--- src/rtl/romem_arbiter_pkg.sv ---
// Shared types and helpers for the instruction-memory read arbiter.
package romem_arb_pkg;

   typedef enum logic [1:0] {
      StIdle,
      StIssue,
      StWait
   } state_e;

   localparam int unsigned DefaultTimeout = 8;

   // Width of an encoded requester id; never narrower than one bit.
   function automatic int unsigned id_width(input int unsigned n_req);
      return (n_req > 1) ? $clog2(n_req) : 1;
   endfunction

endpackage

--- src/rtl/romem_arbiter_if.sv ---
// Requester and memory-side signal bundle of the read arbiter.
interface romem_arbiter_if #(
   parameter int unsigned N_REQ        = 2,
   parameter int unsigned WORD_SIZE    = 32,
   parameter int unsigned ADDRESS_SIZE = 16
);

   logic [N_REQ-1:0]              req_i;
   logic [N_REQ*ADDRESS_SIZE-1:0] addr_i;
   logic [N_REQ-1:0]              gnt_o;
   logic [N_REQ-1:0]              rvalid_o;
   logic                          rerr_o;
   logic [WORD_SIZE-1:0]          rdata_o;
   logic                          busy_o;
   logic                          mem_enable_o;
   logic [ADDRESS_SIZE-1:0]       mem_address_o;
   logic [WORD_SIZE-1:0]          mem_data_i;
   logic                          mem_data_ready_i;

   modport slave (
      input  req_i, addr_i, mem_data_i, mem_data_ready_i,
      output gnt_o, rvalid_o, rerr_o, rdata_o, busy_o, mem_enable_o, mem_address_o
   );

   modport master (
      output req_i, addr_i, mem_data_i, mem_data_ready_i,
      input  gnt_o, rvalid_o, rerr_o, rdata_o, busy_o, mem_enable_o, mem_address_o
   );

endinterface

--- src/rtl/romem_arbiter_rr_picker.sv ---
// Combinational round-robin picker: first set request after ptr, wrapping.
module rr_picker
   import romem_arb_pkg::*;
#(
   parameter int unsigned N_REQ = 2,
   parameter int unsigned IdW   = id_width(N_REQ)
) (
   input  logic [N_REQ-1:0] req,
   input  logic [IdW-1:0]   ptr,
   output logic [N_REQ-1:0] gnt,
   output logic [IdW-1:0]   id
);

   int unsigned idx;
   logic        found;

   always_comb begin
      gnt   = '0;
      id    = '0;
      found = 1'b0;
      idx   = 0;
      // ptr itself is visited last, so the requester just served has lowest priority.
      for (int unsigned k = 1; k <= N_REQ; k++) begin
         idx = (32'(ptr) + k) % N_REQ;
         if (!found && req[idx]) begin
            found    = 1'b1;
            gnt[idx] = 1'b1;
            id       = IdW'(idx);
         end
      end
   end

endmodule

--- src/rtl/romem_arbiter.sv ---
// Round-robin arbiter sharing a read-only memory with registered DATA_READY
// between N_REQ requesters; aborts an access after TIMEOUT WAIT cycles.
module romem_arbiter
   import romem_arb_pkg::*;
#(
   parameter int unsigned N_REQ        = 2,
   parameter int unsigned WORD_SIZE    = 32,
   parameter int unsigned ADDRESS_SIZE = 16,
   parameter int unsigned TIMEOUT      = DefaultTimeout
) (
   input logic            clk,
   input logic            rst,
   romem_arbiter_if.slave bus
);

   localparam int unsigned     IdW     = id_width(N_REQ);
   localparam int unsigned     CntW    = $clog2(TIMEOUT);
   localparam logic [IdW-1:0]  PtrRst  = IdW'(N_REQ - 1);
   localparam logic [CntW-1:0] CntLast = CntW'(TIMEOUT - 1);

   state_e                  state_q, state_d;
   logic [IdW-1:0]          rr_ptr_q, rr_ptr_d;
   logic [IdW-1:0]          id_q, id_d;
   logic [CntW-1:0]         cnt_q, cnt_d;
   logic [ADDRESS_SIZE-1:0] addr_q, addr_d;
   logic [WORD_SIZE-1:0]    rdata_q, rdata_d;
   logic [N_REQ-1:0]        rvalid_q, rvalid_d;
   logic                    rerr_q, rerr_d;

   logic [N_REQ-1:0]        pick_gnt;
   logic [IdW-1:0]          pick_id;
   logic                    any_req;
   logic [N_REQ-1:0]        done_onehot;
   logic [ADDRESS_SIZE-1:0] req_addr [N_REQ];

   for (genvar k = 0; k < N_REQ; k++) begin : g_addr
      assign req_addr[k] = bus.addr_i[k*ADDRESS_SIZE +: ADDRESS_SIZE];
   end

   assign any_req     = |bus.req_i;
   assign done_onehot = N_REQ'(1'b1) << id_q;

   rr_picker #(
      .N_REQ (N_REQ),
      .IdW   (IdW)
   ) u_rr_picker (
      .req (bus.req_i),
      .ptr (rr_ptr_q),
      .gnt (pick_gnt),
      .id  (pick_id)
   );

   always_ff @(posedge clk) begin
      if (!rst) begin
         state_q  <= StIdle;
         rr_ptr_q <= PtrRst;
         id_q     <= '0;
         cnt_q    <= '0;
         addr_q   <= '0;
         rdata_q  <= '0;
         rvalid_q <= '0;
         rerr_q   <= 1'b0;
      end else begin
         state_q  <= state_d;
         rr_ptr_q <= rr_ptr_d;
         id_q     <= id_d;
         cnt_q    <= cnt_d;
         addr_q   <= addr_d;
         rdata_q  <= rdata_d;
         rvalid_q <= rvalid_d;
         rerr_q   <= rerr_d;
      end
   end

   always_comb begin
      state_d  = state_q;
      rr_ptr_d = rr_ptr_q;
      id_d     = id_q;
      cnt_d    = cnt_q;
      addr_d   = addr_q;
      rdata_d  = rdata_q;
      rvalid_d = '0;
      rerr_d   = 1'b0;
      unique case (state_q)
         StIdle: begin
            if (any_req) begin
               state_d  = StIssue;
               rr_ptr_d = pick_id;
               id_d     = pick_id;
               cnt_d    = '0;
               addr_d   = req_addr[pick_id];
            end
         end
         // DATA_READY may still be high from the previous access; not looked at here.
         StIssue: state_d = StWait;
         StWait: begin
            cnt_d = cnt_q + 1'b1;
            if (bus.mem_data_ready_i) begin
               rdata_d  = bus.mem_data_i;
               rvalid_d = done_onehot;
               state_d  = StIdle;
            end else if (cnt_q == CntLast) begin
               rdata_d  = '0;
               rvalid_d = done_onehot;
               rerr_d   = 1'b1;
               state_d  = StIdle;
            end
         end
         default: state_d = StIdle;
      endcase
   end

   always_comb begin
      bus.gnt_o        = '0;
      bus.busy_o       = 1'b0;
      bus.mem_enable_o = 1'b0;
      unique case (state_q)
         StIdle: bus.gnt_o = pick_gnt;
         StIssue, StWait: begin
            bus.busy_o       = 1'b1;
            bus.mem_enable_o = 1'b1;
         end
         default: ;
      endcase
   end

   assign bus.rvalid_o      = rvalid_q;
   assign bus.rerr_o        = rerr_q;
   assign bus.rdata_o       = rdata_q;
   assign bus.mem_address_o = addr_q;

endmodule
--- src/flat_wrapper.sv ---
// flat-port wrapper written by rule: the top's interface ports become plain ports
module romem_arbiter_flat import romem_arb_pkg::*;
#(
   parameter int unsigned N_REQ        = 2,
   parameter int unsigned WORD_SIZE    = 32,
   parameter int unsigned ADDRESS_SIZE = 16,
   parameter int unsigned TIMEOUT      = DefaultTimeout
)
  (clk, rst, bus_req_i, bus_addr_i, bus_mem_data_i, bus_mem_data_ready_i, bus_gnt_o, bus_rvalid_o, bus_rerr_o, bus_rdata_o, bus_busy_o, bus_mem_enable_o, bus_mem_address_o);
  romem_arbiter_if #(.N_REQ(N_REQ), .WORD_SIZE(WORD_SIZE), .ADDRESS_SIZE(ADDRESS_SIZE)) bus_i ();
  input logic clk;
  input logic rst;
  input wire logic [$bits(bus_i.req_i)-1:0] bus_req_i;
  input wire logic [$bits(bus_i.addr_i)-1:0] bus_addr_i;
  input wire logic [$bits(bus_i.mem_data_i)-1:0] bus_mem_data_i;
  input wire logic [$bits(bus_i.mem_data_ready_i)-1:0] bus_mem_data_ready_i;
  output wire logic [$bits(bus_i.gnt_o)-1:0] bus_gnt_o;
  output wire logic [$bits(bus_i.rvalid_o)-1:0] bus_rvalid_o;
  output wire logic [$bits(bus_i.rerr_o)-1:0] bus_rerr_o;
  output wire logic [$bits(bus_i.rdata_o)-1:0] bus_rdata_o;
  output wire logic [$bits(bus_i.busy_o)-1:0] bus_busy_o;
  output wire logic [$bits(bus_i.mem_enable_o)-1:0] bus_mem_enable_o;
  output wire logic [$bits(bus_i.mem_address_o)-1:0] bus_mem_address_o;
  assign bus_i.req_i = bus_req_i;
  assign bus_i.addr_i = bus_addr_i;
  assign bus_i.mem_data_i = bus_mem_data_i;
  assign bus_i.mem_data_ready_i = bus_mem_data_ready_i;
  assign bus_gnt_o = bus_i.gnt_o;
  assign bus_rvalid_o = bus_i.rvalid_o;
  assign bus_rerr_o = bus_i.rerr_o;
  assign bus_rdata_o = bus_i.rdata_o;
  assign bus_busy_o = bus_i.busy_o;
  assign bus_mem_enable_o = bus_i.mem_enable_o;
  assign bus_mem_address_o = bus_i.mem_address_o;
  romem_arbiter #(.N_REQ(N_REQ), .WORD_SIZE(WORD_SIZE), .ADDRESS_SIZE(ADDRESS_SIZE), .TIMEOUT(TIMEOUT)) u_core (.clk(clk), .rst(rst), .bus(bus_i));
endmodule
--- config.mk ---
export PLATFORM = sky130hd
export DESIGN_NAME = romem_arbiter_flat
export DESIGN_NICKNAME = d
export VERILOG_FILES = /design/src/rtl/romem_arbiter_pkg.sv /design/src/rtl/romem_arbiter_if.sv /design/src/rtl/romem_arbiter_rr_picker.sv /design/src/rtl/romem_arbiter.sv /design/src/flat_wrapper.sv
export SDC_FILE = /design/constraint.sdc
export NUM_CORES = 1
export LEC_CHECK = 0
export BUFFER_PORTS_ARGS = -buffer_cell sky130_fd_sc_hd__buf_2
export CELL_PAD_IN_SITES_DETAIL_PLACEMENT = 1
export CELL_PAD_IN_SITES_GLOBAL_PLACEMENT = 1
export CORE_ASPECT_RATIO = 0.8
export CORE_MARGIN = 1.5
export CORE_UTILIZATION = 34
export CTS_CLUSTER_SIZE = 30
export DETAILED_ROUTE_END_ITERATION = 12
export MAX_ROUTING_LAYER = met4
export PLACE_DENSITY = 0.84
export SLEW_MARGIN = 10
export SYNTH_ARGS = -nofsm -noshare
export SYNTH_HDL_FRONTEND = slang
export SYNTH_SLANG_ARGS = --single-unit
--- constraint.sdc ---
create_clock -name clk -period 2.9 [get_ports clk]
set_clock_uncertainty 0.15 [all_clocks]
set_input_delay 0.29 -clock clk [delete_from_list [all_inputs] [get_ports clk]]
set_output_delay 0.29 -clock clk [all_outputs]
set_load 0.05 [all_outputs]
; Yosys cells after proc, flatten, opt, wreduce, memory -nomap -nowiden
; Cells that the tools add are included.
[word_totals]
ff_bits = 58
in_bits = 69
out_inout_bits = 55
wordCells = 70
[op_classes]
addsub = 3
order_cmp = 5
n_eq_ne = 5
shifts = 1
muxes = 29
n_bitwise = 4
reduce_logical = 15
[op_table]
columns = operator, n
row1 = $mux W32, 2
row2 = $mux W16, 3
row3 = $mux W2, 8
row4 = $mux W1, 11
row5 = $reduce_and A2 Y1, 5
row6 = $pmux W2 S3, 1
row7 = $pmux W3 S2, 1
row8 = $lt A1 B2 Y1 const B, 2
row9 = $reduce_bool A2 Y1, 2
row10 = $reduce_or A2 Y1, 2
row11 = $add A3 B1 Y3 const B, 1
row12 = $eq A3 B3 Y1 const B, 1
row13 = $logic_and A1 B1 Y1, 3
row14 = $mux W3, 1
row15 = $ne A3 B2 Y1 const B, 1
row16 = $reduce_or A3 Y1, 1
row17 = $add A1 B1 Y1 const B, 2
row18 = $demux W1 S1, 2
row19 = $eq A2 B1 Y1 const B, 1
row20 = $eq A2 B2 Y1 const B, 1
row21 = $ge A1 B1 Y1 const B, 2
row22 = $ge A2 B2 Y1 const B, 1
row23 = $logic_not A2 Y1, 1
row24 = $ne A2 B1 Y1 const B, 1
row25 = other kinds (5), 6

; Depth between registers and ports, before layout
; Gate-level depths: netlist (run 1).
[depth]
ltp_word = 11
mapped_depth = 7
mapped_depth_nobuf = 5

; By module
; From an unflattened synthesis (run 1), not the netlist that was laid out.
[unflattened]
cells_unflattened = 238
hier_area_um2 = 2700.1
[modules_own_cells]
columns = module, instances, cells_per_inst, area_per_inst_um2, seq_area_each_um2
row1 = romem_arbiter, 1, 234, 2673.8, 1161.1
row2 = rr_picker, 1, 4, 26.3, 0.0

; Worst setup path before layout (run 1)
; No wires, ideal clock.
[synth_timing]
kind = register to output
start = reg u_core.state_q[0]
end = out bus_gnt_o[0]
arrival_ns = 1.519
setup_slack_ns = 0.941
stages_incl_launch_ff = 6
cell_sequence = dfxtp_1 -> inv_1 -> ha_1 -> buf_2 -> nand2_1 -> a21oi_1
[synth_between]
elab_chain_len = 2
[synth_rtl]
columns = item, line_no
row1 = start: declaration, romem_arbiter.sv:21  ; state_e state_q, state_d;
row2 = start signal: assignment, romem_arbiter.sv:55  ; state_q <= StIdle;
row3 = start signal: assignment, romem_arbiter.sv:64  ; state_q <= state_d;
row4 = $logic_not A2 Y1, romem_arbiter.sv:117  ; unique case (state_q)
row5 = $mux W2, romem_arbiter.sv:117
row6 = end: declaration, flat_wrapper.sv:17  ; output wire logic [$bits(bus_i.gnt_o)-1:0] bus_gnt_o;
; No other way between the ends.

; Worst setup path in the final report (run 1)
[layout_timing]
start = reg u_core.state_q[0]
end = reg u_core.rdata_q[22], in the netlist u_core.bus.rdata_o[22]
[layout_between]
elab_chain_len = 2
[layout_rtl]
columns = item, line_no
row1 = $eq A2 B2 Y1, romem_arbiter.sv:84  ; unique case (state_q)
row2 = $reduce_and A2 Y1 (no line), n/a
row3 = end signal: assignment, romem_arbiter.sv:69  ; rdata_q <= rdata_d;
row4 = end: declaration, romem_arbiter.sv:26  ; logic [WORD_SIZE-1:0] rdata_q, rdata_d;
; No other way between the ends.
; A chain may end at the register's enable or synchronous reset.

==> summary.txt, run 1 <==
Global route
  • Initial antenna violation count: 0
  • Global Route Usage Sum: 0.194
  • Total grt overflow: 0
  • Global-route wire length before repair: 10900 um
  • Via count of the first global-routing pass: 2304
  • Pin count of the biggest net entering global routing: 43

Clocking
  • CTS root buffer: clkbuf_8
  • Clock Path Buffers: 2
  • H-Tree Level Count: 3
  • CTS clock-pin slew for the worst setup and hold paths: 70 ps
  • CTS tree: done
  • Post-CTS Setup Inserts: 0
  • Clock latency on the worst-skew pair: 330 ps
  • CTS Buf Count: 9
  • CTS Sinks: 58

Detailed routing
  • DR vias: 2290
  • Antenna-violating nets left: 0
  • Initial DRC count: 104
  • DRT Wirelength: 6990 um
  • DR vias/cell: around 5
  • DRT Pass-1 Iters: 4
  • Remaining DRCs: 0
  • Drt wl/cell: 15.2 um

Placement
  • Placed insts: 443
  • Port Buf Inserts: 123
  • Placed Instance Area: 2990 um2
  • RD Place Congestion: 0.758
  • Detail Placement HPWL: 5010 um

Floorplan
  • Core Area: 6570 um2
  • Die area: 7470 um2
  • Height of the die: 77.6 um
  • IO Count: 124
  • Starting density of the core: 0.360
  • Die width: 96.3 um
  • Row Count: 26

Timing
  • Tmin final: about 2300 ps
  • RSZ-0062 raised after global routing: false
  • Final Hold Viols: 0
  • Relative slew slack: 0.213
  • Slew Limit Fails: 0
  • Fmax: 433 MHz
  • Fin Setup TNS: 0 ps
  • Final setup viols: 0
  • Slew @ Worst Pin: 1180 ps
  • Crit share post-route: 0.795

Setup path
  • Crit path kind: reg2reg
  • CP max stage cell: and2_1
  • Required time of the critical path: 3020 ps
  • CP cell instances: inv_1, ha_1, and2_1, a22oi_1, nor2b_1
  • Crit path arrival time: 2430 ps
  • Crit start category: flip-flop
  • Worst Path Max Fanout: 32
  • Worst setup EP type: flip-flop
  • Max incr delay on CP: 950 ps

Yosys
  • Asr flop ratio synth: 0
  • Post-synth EDFFs: 0
  • Post-synthesis sequential area ratio: 0.490
  • Syn Inst Count: 254
  • Mapped Area: 2370 um2
  • Top_reg_cell synth: dfxtp_1
  • Seq cells post-synth: between 50 and 60
  • Syn avg cell area: 9.32 um2
  • Syn_nets: 329
  • Synth cell types: 27
  • Cell taking the most area after synthesis: dfxtp_1
  • Top post-synthesis cells by area: dfxtp_1, a22oi_1, nor2b_1, a21oi_1, nand2_1
  • Yosys warns: 0
  • Top cell type's share of synthesized area: 0.490

Cells and area
  • Share of cells above drive strength 1: 0.410
  • Layout Nets: 446
  • Register area: ~1200 um2
  • Number of fill cells: 815
  • Post-route cell area: 3210 um2
  • Diode count: 0
  • Fin cells: 460
  • Multi-input gate area: 1090 um2
  • Area grow syn2layout: 35.5%
  • Util after Layout: 0.488

Pwr
  • Pleak: 1.47 nW
  • Pwr dens: 767 nW/um2
  • Final Power: 0.00246 W
  • Max VDD drop: 471 uV

Status
  • Outcome: complete, no violations

Min path
  • Worst min-delay path class: in2reg

Run
  • MaxCap Viol Count: 0
[power breakdown]
part / total [W] / internal (W) / switching (W)
logic: 0.000785 / 0.000213 / 0.000573
registers: 0.000922 / 0.000880 / 0.0000425
clock network: 0.000754 / 0.000419 / 0.000335
[final cells by class]
class / instances / area share
flip-flops and latches: 58 / 0.362
multi-input cells: 173 / 0.339
repair buffers: 126 / 0.200
clock inverters: 6 / 0.0207
well taps: 84 / 0.0328
clock buffers: 10 / 0.0429
inverters: 3 / 0.00351
[flip-flops by register name, indices dropped and copies added (netlist names)]
signal and count:
u_core.bus.mem_address_o 16, u_core.bus.rdata_o 32, u_core.bus.rvalid_o 2, u_core.bus.rerr_o 1, u_core.rr_ptr_q 1, u_core.state_q 2, u_core.cnt_q 3, u_core.id_q 1
[logic make-up after synthesis]
kind of cell             count (synthesis)  share of synthesized area
buffers and inverters                   23                     0.0523
adder cells (fa/ha/maj)                  6                     0.0317
AO/OA/AOI/OAI                           93                      0.258
flip-flops                              58                      0.490
AND/OR/NAND/NOR                         72                      0.159
multiplexers                             2                    0.00846
[cell usage in the layout (no fill, tap or decap), drive strengths merged]
cell / count
clkbuf: 10
ha: 6
a21bo: 1
mux2i: 2
a21boi: 1
a21oi: 35
o21ai: 19
clkinv: 2
o21a: 1
nor3: 1
nand2b: 2
nor3b: 3
nor2b: 33
buf: 125
and2: 2
dlygate4sd3: 1
clkinvlp: 3
dfxtp: 58
a22oi: 33
bufinv: 1
inv: 3
o22ai: 3
nand2: 27
nor2: 4
[synthesized netlist by cell type (all sizes together) (2+ instances only)]
| cell | instances |
|---|---|
| a21oi | 35 |
| a22oi | 33 |
| and2 | 2 |
| buf | 13 |
| clkbuf | 7 |
| dfxtp | 58 |
| ha | 6 |
| inv | 3 |
| mux2i | 2 |
| nand2 | 27 |
| nand2b | 2 |
| nor2 | 4 |
| nor2b | 33 |
| nor3b | 3 |
| o21ai | 19 |
| o22ai | 3 |
[path summary, 6_finish.rpt]
check / start / slack [ps] / end / depth (start not counted)
worst max-delay path: u_core.state_q[0] / 590 / u_core.bus.rdata_o[22] / 5
worst min-delay path: bus_addr_i[10] / 40 / u_core.bus.mem_address_o[10] / 3
worst max register to register: u_core.state_q[0] / 590 / u_core.bus.rdata_o[22] / 5
worst min register to register: u_core.id_q / 310 / u_core.bus.rvalid_o[0] / 1
[layer usage]
layer | vias to the layer above | global-route usage | part of all wire
met2 | 65 | 0.335 | 0.51
met5 | - | - | 0
met3 | 20 | 0.0549 | 0.054
li1 | 1120 | - | -
met4 | 0 | 0.0870 | 0.030
met1 | 1085 | 0.204 | 0.40
[critical path, delay by kind of cell, from the launching register on]
kind                     cells  cell delay, ps
AND/OR/NAND/NOR              2            1120
flip-flops                   1             330
adder cells (fa/ha/maj)      1             270
AO/OA/AOI/OAI                1             250
buffers and inverters        1             110
[metrics by stage]
stage / hold WS (ps) / setup slack (ps)
5_1_grt: 25.6 / 449
4_1_cts: 17.0 / 620
3_5_place_dp: 286 / 660
3_3_place_gp: 290 / 679
2_1_floorplan: 216 / 941
6_report: 38.1 / 593
[repair_timing]
action	4_1_cts	5_1_grt
hold buffers	1	0
endpoints found under the hold margin	1	0
gates resized for setup	0	0
No activity file was read; power rests on OpenSTA's default activity.
==> run 2: changes to the inputs <==
--- a/config.mk
+++ b/config.mk
@@ -5,16 +5,17 @@
 export SDC_FILE = /design/constraint.sdc
 export NUM_CORES = 1
 export LEC_CHECK = 0
+export ABC_AREA = 1
 export BUFFER_PORTS_ARGS = -buffer_cell sky130_fd_sc_hd__buf_2
 export CELL_PAD_IN_SITES_DETAIL_PLACEMENT = 1
 export CELL_PAD_IN_SITES_GLOBAL_PLACEMENT = 1
 export CORE_ASPECT_RATIO = 0.8
 export CORE_MARGIN = 1.5
-export CORE_UTILIZATION = 34
+export CORE_UTILIZATION = 27
 export CTS_CLUSTER_SIZE = 30
 export DETAILED_ROUTE_END_ITERATION = 12
 export MAX_ROUTING_LAYER = met4
-export PLACE_DENSITY = 0.84
+export PLACE_DENSITY = 0.74
 export SLEW_MARGIN = 10
 export SYNTH_ARGS = -nofsm -noshare
 export SYNTH_HDL_FRONTEND = slang
==> constraint.sdc (replaced) <==
create_clock -name clk -period 2.1 [get_ports clk]
set_clock_uncertainty 0.15 [all_clocks]
set_input_delay 0.21 -clock clk [delete_from_list [all_inputs] [get_ports clk]]
set_output_delay 0.21 -clock clk [all_outputs]
set_load 0.05 [all_outputs]
==> summary.txt, run 2 <==
Status
  • Outcome: complete, no violations

Setup path
  • R2R Path Start: u_core.state_q[0]
  • Levels on crit path: 5
  • Crit path kind: reg2out
  • Crit path to: bus_gnt_o[1]
  • Worst setup EP type: output pin
  • CP max stage cell: dfxtp_1
  • Crit start category: flip-flop
  • Reg2reg setup slack: 240 ps
  • CP most frequent cell: inv_1
  • Crit path arrival time: 1570 ps
  • Critical Path Source: u_core.state_q[0]
  • Required time of the critical path: 1740 ps
  • Worst r2r dst: u_core.bus.rdata_o[13]
  • R2R cell count: 6
  • WP buf/inv: 3
  • Max incr delay on CP: 330 ps
  • CP cell instances: inv_1, ha_1, nand3_1, inv_1, buf_2
  • Crit path max-delay family: buffers and inverters
  • Worst Path Max Fanout: 6

Global route
  • Via count of the first global-routing pass: roughly 2600
  • Total grt overflow: 0
  • Global-route wire length before repair: 12200 um
  • Global Route Usage Sum: 0.170
  • Initial antenna violation count: 0
  • Pin count of the biggest net entering global routing: 36

Pwr
  • Final Power: 0.00369 W
  • Pleak: roughly 1.8 nW
  • Sw Share: 0.366
  • Pwr dens: 1000 nW/um2
  • Gate power share: 0.327
  • Sequential Power Share: 0.349
  • NetSw: 0.00135 W
  • Pint: 0.00234 W
  • Clock power frac: 0.324
  • Max VDD drop: 595 uV

Yosys
  • Cell taking the most area after synthesis: dfxtp_1
  • Syn avg cell area: between 7 and 8 um2
  • Top_reg_cell synth: dfxtp_1
  • Post-synth EDFFs: 0
  • Count leader, synth: nand2_1
  • Top cell type's share of synthesized area: 0.478
  • Syn_nets: 413
  • Syn Inst Count: 338
  • Post-synthesis sequential area ratio: 0.478
  • Yosys warns: 0
  • Mapped Area: 2430 um2
  • Top post-synthesis cells by area: dfxtp_1, nand2_1, a21oi_1, nor2_1, o21ai_1
  • Synth cell count leaders: nand2_1, dfxtp_1, nor2_1
  • Synth cell types: 23
  • Asr flop ratio synth: 0
  • Seq cells post-synth: between 50 and 60

Timing
  • RSZ-0062 raised after global routing: false
  • Fmax: approximately 520 MHz
  • Relative slew slack: 0.653
  • Final worst setup slack: 171 ps
  • Slew @ Worst Pin: roughly 520 ps
  • Tmin final: 1930 ps
  • Final setup viols: 0
  • Slew Limit Fails: 0
  • Crit share post-route: 0.919
  • Final hold slack: roughly 30 ps
  • Fin Setup TNS: 0 ps
  • Final Hold Viols: 0

Cells and area
  • Max FFs per register: 32
  • Number of fill cells: about 1100
  • Register area: 1160 um2
  • Diode count: 0
  • Commonest non-fill, non-tap cell in the layout: buf_2
  • Layout Nets: 565
  • Multi-input gate area: 1060 um2
  • Area grow syn2layout: 51.2%
  • Most frequent cells in the layout: buf_2, nand2_1, dfxtp_1
  • Share of cells above drive strength 1: 0.301

Detailed routing
  • DRT Pass-1 Iters: 4
  • Antenna-violating nets left: 0
  • Initial DRC count: 96
  • Remaining DRCs: 0
  • Drt wl/cell: between 10 and 15 um
  • DRT Wirelength: 7700 um
  • DR vias: 2653
  • DR vias/cell: 4.37

Min path
  • Hold Crit Start: bus_addr_i[12]
  • Min-Delay Path Depth: 5
  • Worst min-delay path class: in2reg

Placement
  • Port Buf Inserts: 123
  • DP Worst Slack: 211 ps
  • Detail Placement HPWL: about 5200 um
  • RD Place Congestion: 0.773

Clocking
  • CTS Sinks: 58
  • CTS clock-pin slew for the worst setup and hold paths: 70 ps
  • CTS root buffer: clkbuf_8
  • H-Tree Level Count: 3
  • Clock latency on the worst-skew pair: approximately 330 ps
  • Clock Path Buffers: 2
  • CTS resizes: 0
  • CTS Buf Count: 9
  • CTS tree: done

Floorplan
  • Height of the die: 87.9 um
  • IO Count: 124
  • Die area: 9590 um2
  • Die width: roughly 110 um
  • Row Count: 30
  • Core Area: 8600 um2
  • Starting density of the core: 0.283

Run
  • MaxCap Viol Count: 0
run 2: changes by cell type after synthesis, sizes merged, moves of 3 or more:
| cell | before | now |
|---|---|---|
| nor2b | 33 | 0 |
| o22ai | 3 | 0 |
| nand2 | 27 | 108 |
| nand3 | 0 | 6 |
| a22oi | 33 | 0 |
| inv | 3 | 22 |
| a21oi | 35 | 39 |
| nor2 | 4 | 54 |
run 2: metrics by stage:
| stage | util | instances | instance area [um2] |
|---|---|---|---|
| after floorplan | - | 338 | 2430 |
| after global placement | 0.361 | 558 | 3110 |
| after detailed placement | 0.361 | 558 | 3110 |
| after CTS | 0.428 | 607 | 3670 |
| after global routing | 0.428 | 607 | 3670 |
| final | 0.428 | 607 | 3670 |
run 2: how the worst min path moves through the flow:
| stage | to |
|---|---|
| after floorplan | u_core.bus.rerr_o |
| after global placement | u_core.bus.rvalid_o[0] |
| after detailed placement | u_core.bus.rerr_o |
| after CTS | u_core.bus.mem_address_o[12] |
| after global routing | u_core.bus.mem_address_o[0] |
| final | u_core.bus.mem_address_o[12] |
run 2: routing by layer:
metal / wire length, um / GRT usage
met5: 0 / -
met4: 149 / 0.0658
met3: 270 / 0.0439
met2: 3920 / 0.282
met1: 3360 / 0.198
run 2: tightest hold or removal path, stage by stage:
cell,delay [ps]
buf_2,70
nand2_1,40
nand2_1,50
nor2_1,30
nor2_1,60
run 2: area by class of cell:
type | instances | area share
inverters | 23 | 0.0235
flip-flops and latches | 58 | 0.316
clock inverters | 4 | 0.0197
multi-input cells | 238 | 0.289
well taps | 112 | 0.0381
clock buffers | 12 | 0.0449
repair buffers | 160 | 0.269
run 2: power by group through the flow:
| stage | combinational [W] | clock, W | sequential [W] |
|---|---|---|---|
| after floorplan | 0.000544 | 0 | 0.00167 |
| after global placement | 0.00115 | 0 | 0.00131 |
| after detailed placement | 0.00117 | 0 | 0.00131 |
| after CTS | 0.00122 | 0.00124 | 0.00129 |
| after global routing | 0.00131 | 0.00130 | 0.00130 |
| final | 0.00121 | 0.00120 | 0.00129 |
run 2: timing repair:
action,4_1_cts,5_1_grt
endpoints found under the hold margin,33,0
setup buffers,0,0
hold buffers,33,0
run 2: cells by family (layout without fill, tap and decap cells):
family | count (synthesis) | after routing | share of synthesized area
AO/OA/AOI/OAI | 58 | 58 | 0.122
AND/OR/NAND/NOR | 174 | 174 | 0.284
flip-flops | 58 | 58 | 0.478
adder cells (fa/ha/maj) | 6 | 6 | 0.0309
buffers and inverters | 42 | 199 | 0.0859
